$ cat src/rtl/gan_output_collector.sv
// -----------------------------------------------------------------------------
// gan_output_collector
//   Captures the nine generator pixels and the discriminator score produced by
//   the GAN top level, then streams them out as ten words over a valid/ready
//   handshake: pixels 1x1..3x3 at indices 0..8, score at index 9 (out_last).
//
//   Optional watchdog: define GAN_COLLECTOR_TIMEOUT_EN to build in a counter
//   that aborts a WAIT_DISC phase lasting TIMEOUT cycles and raises a sticky
//   timeout_err. Without the macro WAIT_DISC waits indefinitely and
//   timeout_err is tied 0.
//
// Ports
//   clk, rst            clock, asynchronous active-low reset
//   gen_finish          generator result valid (level, rising edge used)
//   disc_finish         discriminator result valid (level, rising edge used)
//   pixel_1x1..3x3      generator pixels, signed WIDTH
//   out_discriminator   discriminator score, signed WIDTH
//   out_data/out_valid/out_ready/out_last/out_index   output word stream
//   busy                high while waiting for the score or streaming
//   timeout_err         sticky watchdog flag
// -----------------------------------------------------------------------------
module gan_output_collector #(
   parameter int WIDTH   = 32,
   parameter int TIMEOUT = 31
) (
   input  logic                    clk,
   input  logic                    rst,
   input  logic                    gen_finish,
   input  logic                    disc_finish,
   input  logic signed [WIDTH-1:0] pixel_1x1,
   input  logic signed [WIDTH-1:0] pixel_1x2,
   input  logic signed [WIDTH-1:0] pixel_1x3,
   input  logic signed [WIDTH-1:0] pixel_2x1,
   input  logic signed [WIDTH-1:0] pixel_2x2,
   input  logic signed [WIDTH-1:0] pixel_2x3,
   input  logic signed [WIDTH-1:0] pixel_3x1,
   input  logic signed [WIDTH-1:0] pixel_3x2,
   input  logic signed [WIDTH-1:0] pixel_3x3,
   input  logic signed [WIDTH-1:0] out_discriminator,
   output logic [WIDTH-1:0]        out_data,
   output logic                    out_valid,
   input  logic                    out_ready,
   output logic                    out_last,
   output logic [3:0]              out_index,
   output logic                    busy,
   output logic                    timeout_err
);

   typedef enum logic [1:0] {IDLE, WAIT_DISC, STREAM, DONE} state_t;

   state_t                  state;
   logic                    gen_prev, disc_prev;
   logic                    gen_rise, disc_rise;
   logic signed [WIDTH-1:0] pix_buf [0:8];
   logic signed [WIDTH-1:0] disc_buf;
   logic [3:0]              idx;
   logic                    accept;

   assign gen_rise  = gen_finish  & ~gen_prev;
   assign disc_rise = disc_finish & ~disc_prev;
   assign accept    = out_valid & out_ready;

   // Output word is selected straight from the capture buffers, so it holds
   // automatically while the index is stalled by backpressure.
   assign out_data  = (idx < 4'd9) ? pix_buf[idx] : disc_buf;
   assign out_index = idx;
   assign out_last  = out_valid & (idx == 4'd9);

`ifdef GAN_COLLECTOR_TIMEOUT_EN
   localparam logic [4:0] TO_LAST = 5'(TIMEOUT - 1);
   logic [4:0] wd_cnt;
   logic       timeout_q;
   assign timeout_err = timeout_q;
`else
   // TIMEOUT has no effect when the watchdog is not built in.
   assign timeout_err = 1'b0 & (TIMEOUT > 0);
`endif

   always_ff @(posedge clk or negedge rst) begin
      if (!rst) begin
         state     <= IDLE;
         gen_prev  <= 1'b0;
         disc_prev <= 1'b0;
         for (int i = 0; i < 9; i++) pix_buf[i] <= '0;
         disc_buf  <= '0;
         idx       <= '0;
         out_valid <= 1'b0;
         busy      <= 1'b0;
`ifdef GAN_COLLECTOR_TIMEOUT_EN
         wd_cnt    <= '0;
         timeout_q <= 1'b0;
`endif
      end else begin
         gen_prev  <= gen_finish;
         disc_prev <= disc_finish;
         case (state)
            IDLE, DONE: begin
               if (gen_rise) begin
                  pix_buf[0] <= pixel_1x1;
                  pix_buf[1] <= pixel_1x2;
                  pix_buf[2] <= pixel_1x3;
                  pix_buf[3] <= pixel_2x1;
                  pix_buf[4] <= pixel_2x2;
                  pix_buf[5] <= pixel_2x3;
                  pix_buf[6] <= pixel_3x1;
                  pix_buf[7] <= pixel_3x2;
                  pix_buf[8] <= pixel_3x3;
                  busy       <= 1'b1;
                  // Coincident score edge: skip WAIT_DISC entirely.
                  if (disc_rise) begin
                     disc_buf  <= out_discriminator;
                     idx       <= '0;
                     out_valid <= 1'b1;
                     state     <= STREAM;
                  end else begin
                     state     <= WAIT_DISC;
`ifdef GAN_COLLECTOR_TIMEOUT_EN
                     wd_cnt    <= '0;
`endif
                  end
               end
            end
            WAIT_DISC: begin
               if (disc_rise) begin
                  disc_buf  <= out_discriminator;
                  idx       <= '0;
                  out_valid <= 1'b1;
                  state     <= STREAM;
`ifdef GAN_COLLECTOR_TIMEOUT_EN
               end else if (wd_cnt == TO_LAST) begin
                  // Counter would reach TIMEOUT on this edge: abandon the run.
                  timeout_q <= 1'b1;
                  busy      <= 1'b0;
                  state     <= IDLE;
               end else begin
                  wd_cnt    <= wd_cnt + 5'd1;
`endif
               end
            end
            STREAM: begin
               if (accept) begin
                  if (idx == 4'd9) begin
                     idx       <= '0;
                     out_valid <= 1'b0;
                     busy      <= 1'b0;
                     state     <= DONE;
                  end else begin
                     idx <= idx + 4'd1;
                  end
               end
            end
            default: state <= IDLE;
         endcase
      end
   end

endmodule

$ cat config.mk
export PLATFORM = sky130hd
export DESIGN_NAME = gan_output_collector
export DESIGN_NICKNAME = d
export VERILOG_FILES = /design/src/rtl/gan_output_collector.sv
export SDC_FILE = /design/constraint.sdc
export NUM_CORES = 1
export LEC_CHECK = 0
export BUFFER_PORTS_ARGS = -buffer_cell sky130_fd_sc_hd__buf_4
export CELL_PAD_IN_SITES_DETAIL_PLACEMENT = 1
export CELL_PAD_IN_SITES_GLOBAL_PLACEMENT = 1
export CORE_MARGIN = 2
export CORE_UTILIZATION = 45
export CTS_BUF_LIST = sky130_fd_sc_hd__clkbuf_8
export DETAILED_ROUTE_END_ITERATION = 10
export HOLD_SLACK_MARGIN = 0.05
export PLACE_DENSITY = 0.84
export SETUP_SLACK_MARGIN = 0.5
export SLEW_MARGIN = 20
export SYNTH_ARGS = -nofsm -noshare
export SYNTH_HDL_FRONTEND = slang
export SYNTH_SLANG_ARGS = --single-unit
$ cat constraint.sdc
create_clock -name clk -period 2.2 [get_ports clk]
set_clock_uncertainty 0.15 [all_clocks]
set_input_delay 0 -clock clk [delete_from_list [all_inputs] [get_ports clk]]
set_output_delay 0 -clock clk [all_outputs]
set_load 0.01 [all_outputs]
==> results_dict.tcl, run 1 <==
set metrics [dict create \
    cts-buffers-inserted 57 \
    synth_compound_area_frac 0.0273 \
    die_w_um 187 \
    synth-simple-area-share 0.0246 \
    io_buffers 363 \
    haltStage "clock tree synthesis (4_1_cts)" \
    post-dp-hpwl_um 32900 \
    synthTopCellsByArea "dfrtp_1 (55%), mux2_2 (26%), mux4_2 (9.3%)" \
    synth-main-ff-cell "dfrtp_1" \
    cts_setup_buffers 71 \
    globalplace.congestion 0.796 \
    post-place-ws_ns 0.0489 \
    holdBufCountCts 396 \
    clk_path_buf_depth 3 \
    syn_area_per_cell_um2 15.5 \
    ys_seq_area_frac 0.549 \
    root_buffer "clkbuf_8" \
    num_io_pins 365 \
    synth_edf_count 0 \
    yosysMostFrequentCell "mux2_2" \
    rows 66 \
    synth_cells 970 \
    dpl_cell_area_um2 18500 \
    die-height_um 187 \
    cts_sinks 330 \
    ys_seq_elements 330 \
    synth.distinct_cells 35 \
    tool.error "[ERROR RSZ-0060] Max buffer count reached." \
    synth_top_family_by_area "multiplexers" \
    netlist.area_leader.share 0.549 \
    synth_mux_area_frac 0.360 \
    synthArstFlopShare 1.00 \
    status "stopped before the end" \
    htreeDepth 2 \
    synthXorXnorAreaFrac 0.000582 \
    yosysWarnings 0 \
    yosysTopAreaCell "dfrtp_1" \
    synth_area_um2 15000 \
    synth.cells.most_frequent "mux2_2 (345), dfrtp_1 (330), nand2_1 (68), mux4_2 (62), buf_6 (33)" \
    synthAdderAreaFrac 0.00166 \
    start_util 0.460 \
    synth_nets 1297 \
    cts_resized 312 \
]
-- through the flow --
| stage | instances | util | hold slack, ns |
|---|---|---|---|
| 3_3_place_gp | 1755 | 0.565 | -0.171 |
| 2_1_floorplan | 970 | - | -0.446 |
| 3_5_place_dp | 1755 | 0.565 | -0.172 |
-- cells by family after synthesis --
family	after synthesis
buf+inv	73
fa+ha+maj	2
xor+xnor	1
flops	330
compound gates	57
mux	419
simple gates	87
other cells	1
==> run 2, diff against run 1 <==
==> config.mk (replaced) <==
export PLATFORM = sky130hd
export DESIGN_NAME = gan_output_collector
export DESIGN_NICKNAME = d
export VERILOG_FILES = /design/src/rtl/gan_output_collector.sv
export SDC_FILE = /design/constraint.sdc
export NUM_CORES = 1
export LEC_CHECK = 0
export BUFFER_PORTS_ARGS = -buffer_cell sky130_fd_sc_hd__buf_4
export CORE_MARGIN = 2
export CORE_UTILIZATION = 40
export DETAILED_ROUTE_END_ITERATION = 10
export PLACE_DENSITY_LB_ADDON = 0.15
export SLEW_MARGIN = 20
export SYNTH_ARGS = -nofsm -noshare
export SYNTH_HDL_FRONTEND = slang
export SYNTH_SLANG_ARGS = --single-unit
==> run 2 against run 1 <==
  * The flow now finishes, with violations (negative setup slack)
  * Synthesized area unchanged
  * Synthesized cell count stayed put
==> results_dict.tcl, run 2 <==
set metrics [dict create \
    status "finished with violations" \
    failed_checks "negative setup slack" \
    hold_class "in2reg" \
    globalplace.congestion 0.811 \
    syn_area_per_cell_um2 15.5 \
    drc 0 \
    synth_cells 970 \
    grt_pass1_vias 11956 \
    layout_commonest_cell "buf_4" \
    powerDensity_nw_per_um2 1340 \
    synth_area_um2 15000 \
    critPathCaptureType "primary output" \
    largest-register "pix_buf" \
    netlist.area_leader.share 0.549 \
    arrival_ns 2.39 \
    synth.cells.most_frequent "mux2_2 (345), dfrtp_1 (330), nand2_1 (68), mux4_2 (62), buf_6 (33)" \
    tritoncts "yes" \
    worstPathMaxFanout 6 \
    path_cells "nor3_4 > buf_12 > buf_6 > mux2_4 > a22oi_2 > buf_6 > nand2_4 > buf_6" \
    rr_worst_depth 6 \
    post-dp-hpwl_um 30300 \
    fin_crit_sh 1.15 \
    core-area_um2 37400 \
    grt_first_pass_wirelength_um 69600 \
    totalWireLength_um 46300 \
    crit_top_cell "buf_6" \
    htreeDepth 2 \
    antenna_found_initial 5 \
    clk_latency_ns 0.54 \
    rows 71 \
    rsz0062_at_grt "yes" \
    crit_buf_inv 4 \
    final_cell_mix "buf_4 (369), dfrtp_1 (327), dlygate4sd3_1 (327), mux2_2 (323), mux4_2 (62)" \
    dpl_cell_area_um2 18600 \
    ys_seq_elements 330 \
    synth.distinct_cells 35 \
    drive_gt1_frac 0.549 \
    root_buffer "clkbuf_16" \
    die_w_um 198 \
    largest_reg_flops 288 \
    max_cap_violations 0 \
    fin_cells 2247 \
    slowest_delay_ns 0.52 \
    detail-route-antenna-nets 0 \
    avgViaCountPerCell 4.99 \
    synthArstFlopShare 1.00 \
    nFillCells 2797 \
    drv_slew 0 \
    drt-pass1-iter-count 4 \
    grt.overflow.total 0 \
    design_area_um2 23900 \
    post-place-ws_ns 0.0309 \
    vias 11204 \
    final_core_util 0.639 \
    critical_path_class "reg2out" \
    layout_setup_ws_ns -0.340 \
    dr.first_iter.drc_count 488 \
    power_leakage_nw 10.6 \
    start_kind "flip-flop" \
    setup_viol 32 \
    finalNetCount 2032 \
    dieArea_um2 39200 \
    hold_viol_final 0 \
    synthTopCellsByArea "dfrtp_1 (55%), mux2_2 (26%), mux4_2 (9.3%)" \
    cts-buffers-inserted 39 \
    required_ns 2.05 \
    peakVddDrop_v 0.000803 \
    synth-main-ff-cell "dfrtp_1" \
    cts.clk_slew.worst_paths_ns 0.06 \
    grt_max_degree 85 \
    crit_family "buffers and inverters" \
    yosysTopAreaCell "dfrtp_1" \
    synth_edf_count 0 \
    die-height_um 198 \
    hold_slack_ns 0.0787 \
    track_usage 0.236 \
    crit_slowest_cell "dfrtp_4" \
    io_buffers 363 \
    detail_route.wl_per_cell_um 20.6 \
    clk_path_buf_depth 3 \
    max_freq_ghz 0.394 \
    yosysMostFrequentCell "mux2_2" \
    dp_cells 1823 \
    yosysWarnings 0 \
    cp.depth 8 \
    ys_seq_area_frac 0.549 \
    cts_sinks 330 \
    start_util 0.402 \
    hold_path_depth 3 \
    min_period_ns 2.54 \
    area_delta_synth_final_pct 58.8 \
    num_io_pins 365 \
    synth_nets 1297 \
]
-- run 2: metal layers --
metal  GRT usage  share of wire
met5           0              0
met4      0.0799          0.024
met3      0.0405          0.050
met2       0.368           0.46
met1       0.336           0.46
-- run 2: worst min-delay path, stage by stage --
cell,delay [ns]
dlygate4sd3_1,0.52
buf_4,0.10
mux2_2,0.12
-- run 2: logic make-up (layout without fill, tap and decap cells) --
logic type               count (synthesis)  count (layout)  synth area share
buffers and inverters                   73             834            0.0373
XOR/XNOR                                 1               1          0.000582
multiplexers                           419             419             0.360
adder cells (fa/ha/maj)                  2               2           0.00166
AO/OA/AOI/OAI                           57              57            0.0273
flip-flops                             330             330             0.549
AND/OR/NAND/NOR                         87              87            0.0246
other                                    1               6          0.000249
-- run 2: final cells by class --
type / count / area (um^2) / share of cell area
timing repair buffer: 761 / 7120 / 0.298
clock buffer: 59 / 1160 / 0.0487
tap: 511 / 639 / 0.0267
multi-input combinational: 567 / 6560 / 0.275
antenna: 5 / 12.5 / 0.000523
sequential: 330 / 8270 / 0.346
inverter: 6 / 22.5 / 0.000942
clock inverter: 8 / 115 / 0.00482
-- run 2: path summary, 6_finish.rpt --
| kind | from | end | slack [ns] |
|---|---|---|---|
| setup / recovery | out_index[1] | out_data[19] | -0.34 |
| max in group asynchronous | rst | pix_buf[86] | 0.99 |
| hold / removal | pixel_2x1[24] | pix_buf[184] | 0.08 |
| hold reg to reg | pix_buf[38] | pix_buf[38] | 0.35 |
| min in group asynchronous | rst | pix_buf[184] | 0.46 |
| setup reg to reg | state[0] | pix_buf[227] | 0.11 |
-- run 2: per-stage QoR --
step / TNS (ns) / power [mW]
6_report: -9.40 / 31.9
5_1_grt: -12.42 / 33.6
4_1_cts: -11.46 / 31.5
3_5_place_dp: 0 / 23.0
3_3_place_gp: 0 / 22.7
2_1_floorplan: 0 / 18.5
-- run 2: report_power, final --
part / leakage [nW] / internal [mW] / total (mW) / switching, mW
clock: 0.631 / 3.98 / 6.50 / 2.52
combinational: 6.06 / 8.84 / 14.7 / 5.82
sequential: 3.90 / 9.17 / 10.8 / 1.59
-- run 2: timing repair --
item                                   in CTS  in global routing
resized for setup                          66                 50
pin swaps                                  19                 29
setup endpoints to repair                  33                 70
cloned                                      4                  0
endpoints found under the hold margin     660                  0
hold buffers                              328                  0
buffers inserted                           18                  4
Note: power is estimated with default switching activity, not from simulation.
==> run 3, diff against run 2 <==
==> constraint.sdc (replaced) <==
create_clock -name clk -period 3 [get_ports clk]
set_clock_uncertainty 0.15 [all_clocks]
set_input_delay 0 -clock clk [delete_from_list [all_inputs] [get_ports clk]]
set_output_delay 0 -clock clk [all_outputs]
set_load 0.01 [all_outputs]
==> run 3 against run 2 <==
  * The flow now finishes without violations
  * Utilization down 2.9 points
  * Worst setup slack better by 0.53 ns
  * Final area fell by 4.6%
  * Global-route usage is 0.42 points lower
  * Count of clock-buffer cells in the layout shrank 1
  * Clock power decreased by 30%
  * Critical path depth decreased by 2
  * Worst hold slack improved by 0.0067 ns
  * Power decreased by 33%
  * Sequential cell count is the same
  * Non-clock buffer count decreased by 45
  * Die area stayed put
  * Largest power group unchanged
  * Highest routed layer is now met5
==> results_dict.tcl, run 3 (synthesis gave the netlist of run 2 again) <==
set metrics [dict create \
    post-dp-hpwl_um 29400 \
    nFillCells 2903 \
    grt_first_pass_wirelength_um 68800 \
    hold_class "in2reg" \
    slew_headroom 0.455 \
    worstPathMaxFanout 32 \
    detail-route-antenna-nets 0 \
    setup_viol 0 \
    power_leakage_nw 10.1 \
    globalRouteMet2Util 0.362 \
    grt_busiest_layer "met2" \
    met3_usage 0.0422 \
    clk_path_buf_depth 3 \
    use_met1 0.329 \
    hold_viol_final 0 \
    largest_reg_flops 288 \
    vias 10960 \
    powerDensity_nw_per_um2 938 \
    drt-pass1-iter-count 4 \
    cts.clk_slew.worst_paths_ns 0.05 \
    clk_latency_ns 0.54 \
    cts-buffers-inserted 39 \
    detail_route.wl_per_cell_um 20.6 \
    min_period_ns 2.81 \
    crit_slowest_cell "dfrtp_4" \
    finalNetCount 1987 \
    cts_sinks 330 \
    tightest_slew_ns 0.816 \
    grt_max_degree 91 \
    rsz0062_at_grt "no" \
    dieArea_um2 39200 \
    fin_crit_sh 0.938 \
    antenna_found_initial 6 \
    start_util 0.402 \
    globalplace.congestion 0.827 \
    die_w_um 198 \
    post-place-ws_ns 0.568 \
    path_cells "nor3_4 > buf_12 > mux2_2 > a22oi_1 > nand2_1 > buf_4" \
    layout_commonest_cell "buf_4" \
    drive_gt1_frac 0.512 \
    required_ns 2.85 \
    num_io_pins 365 \
    largest-register "pix_buf" \
    die-height_um 198 \
    status "finished, final reports clean" \
    final_cell_mix "buf_4 (373), mux2_2 (345), dfrtp_1 (327), dlygate4sd3_1 (327), nand2_1 (68)" \
    grt.overflow.total 0 \
    drc 0 \
    slowest_delay_ns 0.64 \
    htreeDepth 2 \
    tritoncts "yes" \
    rows 71 \
    max_freq_ghz 0.355 \
    root_buffer "clkbuf_16" \
    max_cap_violations 0 \
    io_buffers 363 \
    critical_path_class "reg2out" \
    avgViaCountPerCell 4.98 \
    dr.first_iter.drc_count 556 \
    critPathCaptureType "primary output" \
    peakVddDrop_v 0.000482 \
    track_usage 0.232 \
    core-area_um2 37400 \
    layout_setup_ws_ns 0.186 \
    area_delta_synth_final_pct 51.5 \
    hold_slack_ns 0.0854 \
    grt_pass1_vias 12041 \
    fin_setup_tns_ns 0 \
    drv_slew 0 \
    totalWireLength_um 45300 \
    arrival_ns 2.66 \
    start_kind "flip-flop" \
]
run 3: changes by cell type in the layout (fill, tap and decap cells not counted), moves of 4 or more:
cell,before,now
buf_12,26,15
a22oi_2,30,1
buf_4,369,373
mux2_4,27,0
mux2_1,2,7
nand2_1,59,68
mux2_2,323,345
nand2_2,7,0
a22oi_1,2,31
buf_6,32,0
run 3: power by group:
part | internal, mW | switching, mW | leakage, nW
clock | 2.69 | 1.87 | 0.602
sequential | 6.72 | 1.19 | 3.90
combinational | 5.23 | 3.70 | 5.58
run 3: layout make-up:
class	count	area, um^2	area share
Inverter	6	22.5	0.000988
Clock inverter	8	60.1	0.00263
Clock buffer	58	1170	0.0512
Antenna cell	4	10.0	0.000439
Sequential cell	330	8270	0.363
Tap cell	511	639	0.0280
Multi-Input combinational cell	567	6250	0.274
Timing Repair Buffer	716	6390	0.280
run 3: worst max-delay path: cells and delay by family (launching register included):
family | cells | cell delay (ns)
compound gates | 1 | 0.34
buf+inv | 2 | 0.42
flops | 1 | 0.64
mux | 1 | 0.37
simple gates | 2 | 0.34
run 3: path summary, 6_finish.rpt:
check                             start           end  cells past startpoint  slack [ns]
min in group asynchronous           rst  pix_buf[225]                      3        0.45
max in group asynchronous           rst   disc_buf[4]                      4        1.37
min reg2reg                 disc_buf[5]   disc_buf[5]                      1        0.34
min                        pixel_3x2[1]   pix_buf[33]                      3        0.09
max reg2reg                    state[0]  pix_buf[263]                      6        0.55
max                        out_index[1]  out_data[15]                      6        0.19
run 3: metal layers:
layer  wire length [um]  vias to the layer above  part of all wire
met3               2490                      100             0.055
met5                 22                        -           0.00049
met2              20900                      345              0.46
met4               1380                        4             0.030
met1              20500                     5568              0.45
li1                   -                     4943                 -
run 3: through the flow:
step,util,std cells,area [um^2],total power [mW]
2_1_floorplan,-,970,15000,13.6
3_3_place_gp,0.488,1801,18200,16.3
3_5_place_dp,0.488,1801,18200,16.5
4_1_cts,0.609,2196,22800,21.6
5_1_grt,0.610,2200,22800,22.7
6_report,0.610,2200,22800,21.4
run 3: timing repair:
item                                    in CTS  in global routing
setup buffers                                1                  0
pin swaps                                    0                  0
hold buffers                               328                  0
endpoints found under the setup margin       2                  1
hold endpoints to repair                   585                  0
gates resized for setup                      0                  1
==> run 4, diff against run 3 <==
--- a/config.mk
+++ b/config.mk
@@ -6,6 +6,7 @@
 export NUM_CORES = 1
 export LEC_CHECK = 0
 export BUFFER_PORTS_ARGS = -buffer_cell sky130_fd_sc_hd__buf_4
+export CORE_ASPECT_RATIO = 1.5
 export CORE_MARGIN = 2
 export CORE_UTILIZATION = 40
 export DETAILED_ROUTE_END_ITERATION = 10
==> run 4 against run 3 <==
  * Register-to-register slack improved by 0.04 ns
  * Count of clock-buffer cells in the layout fell by 5
  * Non-clock buffer count did not move
  * Power fell by 2.3%
  * Final area fell by 0.77%
  * Fmax fell by 1.1%
  * Combinational power fell by 1%
  * Global-route usage fell by 0.62 points
  * First-iteration DRC count fell by 23%
  * Sequential share of layout area rose by 0.28 points
  * Routed wire length fell by 3.7%
==> results_dict.tcl, run 4 (synthesis gave the netlist of run 2 again) <==
set metrics [dict create \
    status "finished, final reports clean" \
    post-dp-hpwl_um 29100 \
    slew_headroom 0.606 \
    slowest_delay_ns 0.63 \
    layout_commonest_cell "buf_4" \
    avgViaCountPerCell 4.99 \
    critical_path_class "reg2out" \
    critPathCaptureType "primary output" \
    clk_latency_ns 0.51 \
    crit_buf_inv 2 \
    max_freq_ghz 0.351 \
    powerDensity_nw_per_um2 923 \
    drv_slew 0 \
    start_util 0.403 \
    multi_input_area_um2 6240 \
    die-height_um 242 \
    detail_route.wl_per_cell_um 20.0 \
    root_buffer "clkbuf_16" \
    start_kind "flip-flop" \
    globalplace.congestion 0.817 \
    setup_viol 0 \
    max_cap_violations 0 \
    final_cell_mix "buf_4 (377), mux2_2 (345), dfrtp_1 (327), dlygate4sd3_1 (324), nand2_1 (68)" \
    r2r_end "pix_buf[6]" \
    post-place-ws_ns 0.609 \
    tightest_slew_ns 0.589 \
    drc 0 \
    holdBufCountCts 325 \
    dp_cells 1783 \
    min_period_ns 2.85 \
    rsz0062_at_grt "no" \
    nFillCells 2886 \
    crit_family "flip-flops" \
    required_ns 2.85 \
    hold_class "in2async" \
    grt_first_pass_wirelength_um 68300 \
    clk_path_buf_depth 3 \
    critPathLaunch "out_index[1]" \
    cts.clk_slew.worst_paths_ns 0.06 \
    worstPathMaxFanout 39 \
    htreeDepth 2 \
    cts_setup_buffers 0 \
    rr_worst_depth 6 \
    tritoncts "yes" \
    crit_slowest_cell "dfrtp_4" \
    power_leakage_nw 10.0 \
    drt-pass1-iter-count 5 \
    r2r_slack_ns 0.59 \
    num_io_pins 365 \
    cts-buffers-inserted 35 \
    arrival_ns 2.70 \
    core-area_um2 37300 \
    dr.first_iter.drc_count 429 \
    largest-register "pix_buf" \
    path_cells "buf_12 > mux4_2 > a22oi_1 > nand2_1 > buf_4" \
    track_usage 0.226 \
    hold_viol_final 0 \
    fin_cells 2176 \
    grt.overflow.total 0 \
    largest_reg_flops 288 \
    totalWireLength_um 43600 \
    grt_max_degree 74 \
    antenna_found_initial 10 \
    rows 87 \
    grt_pass1_vias 12168 \
    drive_gt1_frac 0.509 \
    area_delta_synth_final_pct 50.4 \
    fin_setup_tns_ns 0 \
    vias 10851 \
    detail-route-antenna-nets 0 \
    io_buffers 363 \
    fin_crit_sh 0.949 \
    seq_area_um2 8270 \
    cts_sinks 330 \
    layout_setup_ws_ns 0.154 \
    finalNetCount 1983 \
    cts_resized 0 \
    r2r_start "state[0]" \
    dieArea_um2 39200 \
    peakVddDrop_v 0.000522 \
    die_w_um 162 \
]
## run 4: cell type report
class / instances / share of cell area
clock inverter: 7 / 0.00276
antenna: 8 / 0.000885
clock buffer: 53 / 0.0453
sequential: 330 / 0.365
tap: 489 / 0.0270
multi-input combinational: 567 / 0.276
timing repair buffer: 716 / 0.282
inverter: 6 / 0.000995
## run 4: worst max path at each step
stage	end	slack, ns	depth (start not counted)
6_report	out_data[25]	0.15	5
5_1_grt	out_data[19]	0.02	6
4_1_cts	out_data[25]	0.1	5
3_5_place_dp	pix_buf[8]	0.61	6
3_3_place_gp	pix_buf[202]	0.66	6
2_1_floorplan	disc_buf[10]	1.05	7
## run 4: routing by layer
metal  vias up  part of all wire  GRT usage
met4         4             0.031     0.0791
met3        85             0.042     0.0355
met5         -           0.00055          0
li1       4932                 -          -
met2       296              0.50      0.384
met1      5534              0.42      0.294
## run 4: per-stage QoR
stage | instance area (um^2) | power (mW) | hold WS, ns | util
6_report | 22600 | 20.9 | 0.0226 | 0.606
5_1_grt | 22600 | 22.1 | 0.0165 | 0.606
4_1_cts | 22600 | 21.1 | 0.00864 | 0.606
3_5_place_dp | 18300 | 16.4 | -0.113 | 0.489
3_3_place_gp | 18300 | 16.2 | -0.110 | 0.489
2_1_floorplan | 15000 | 13.6 | -0.446 | -
## run 4: worst min-delay path, delay by kind of cell
family | cells | cell delay [ns]
buffers and inverters | 3 | 1.05
## run 4: power breakdown
| group | switching, mW | total [mW] | internal (mW) |
|---|---|---|---|
| combinational | 3.62 | 8.85 | 5.23 |
| clock | 1.73 | 4.18 | 2.44 |
| sequential | 1.16 | 7.87 | 6.71 |
| total | 6.51 | 20.9 | 14.4 |
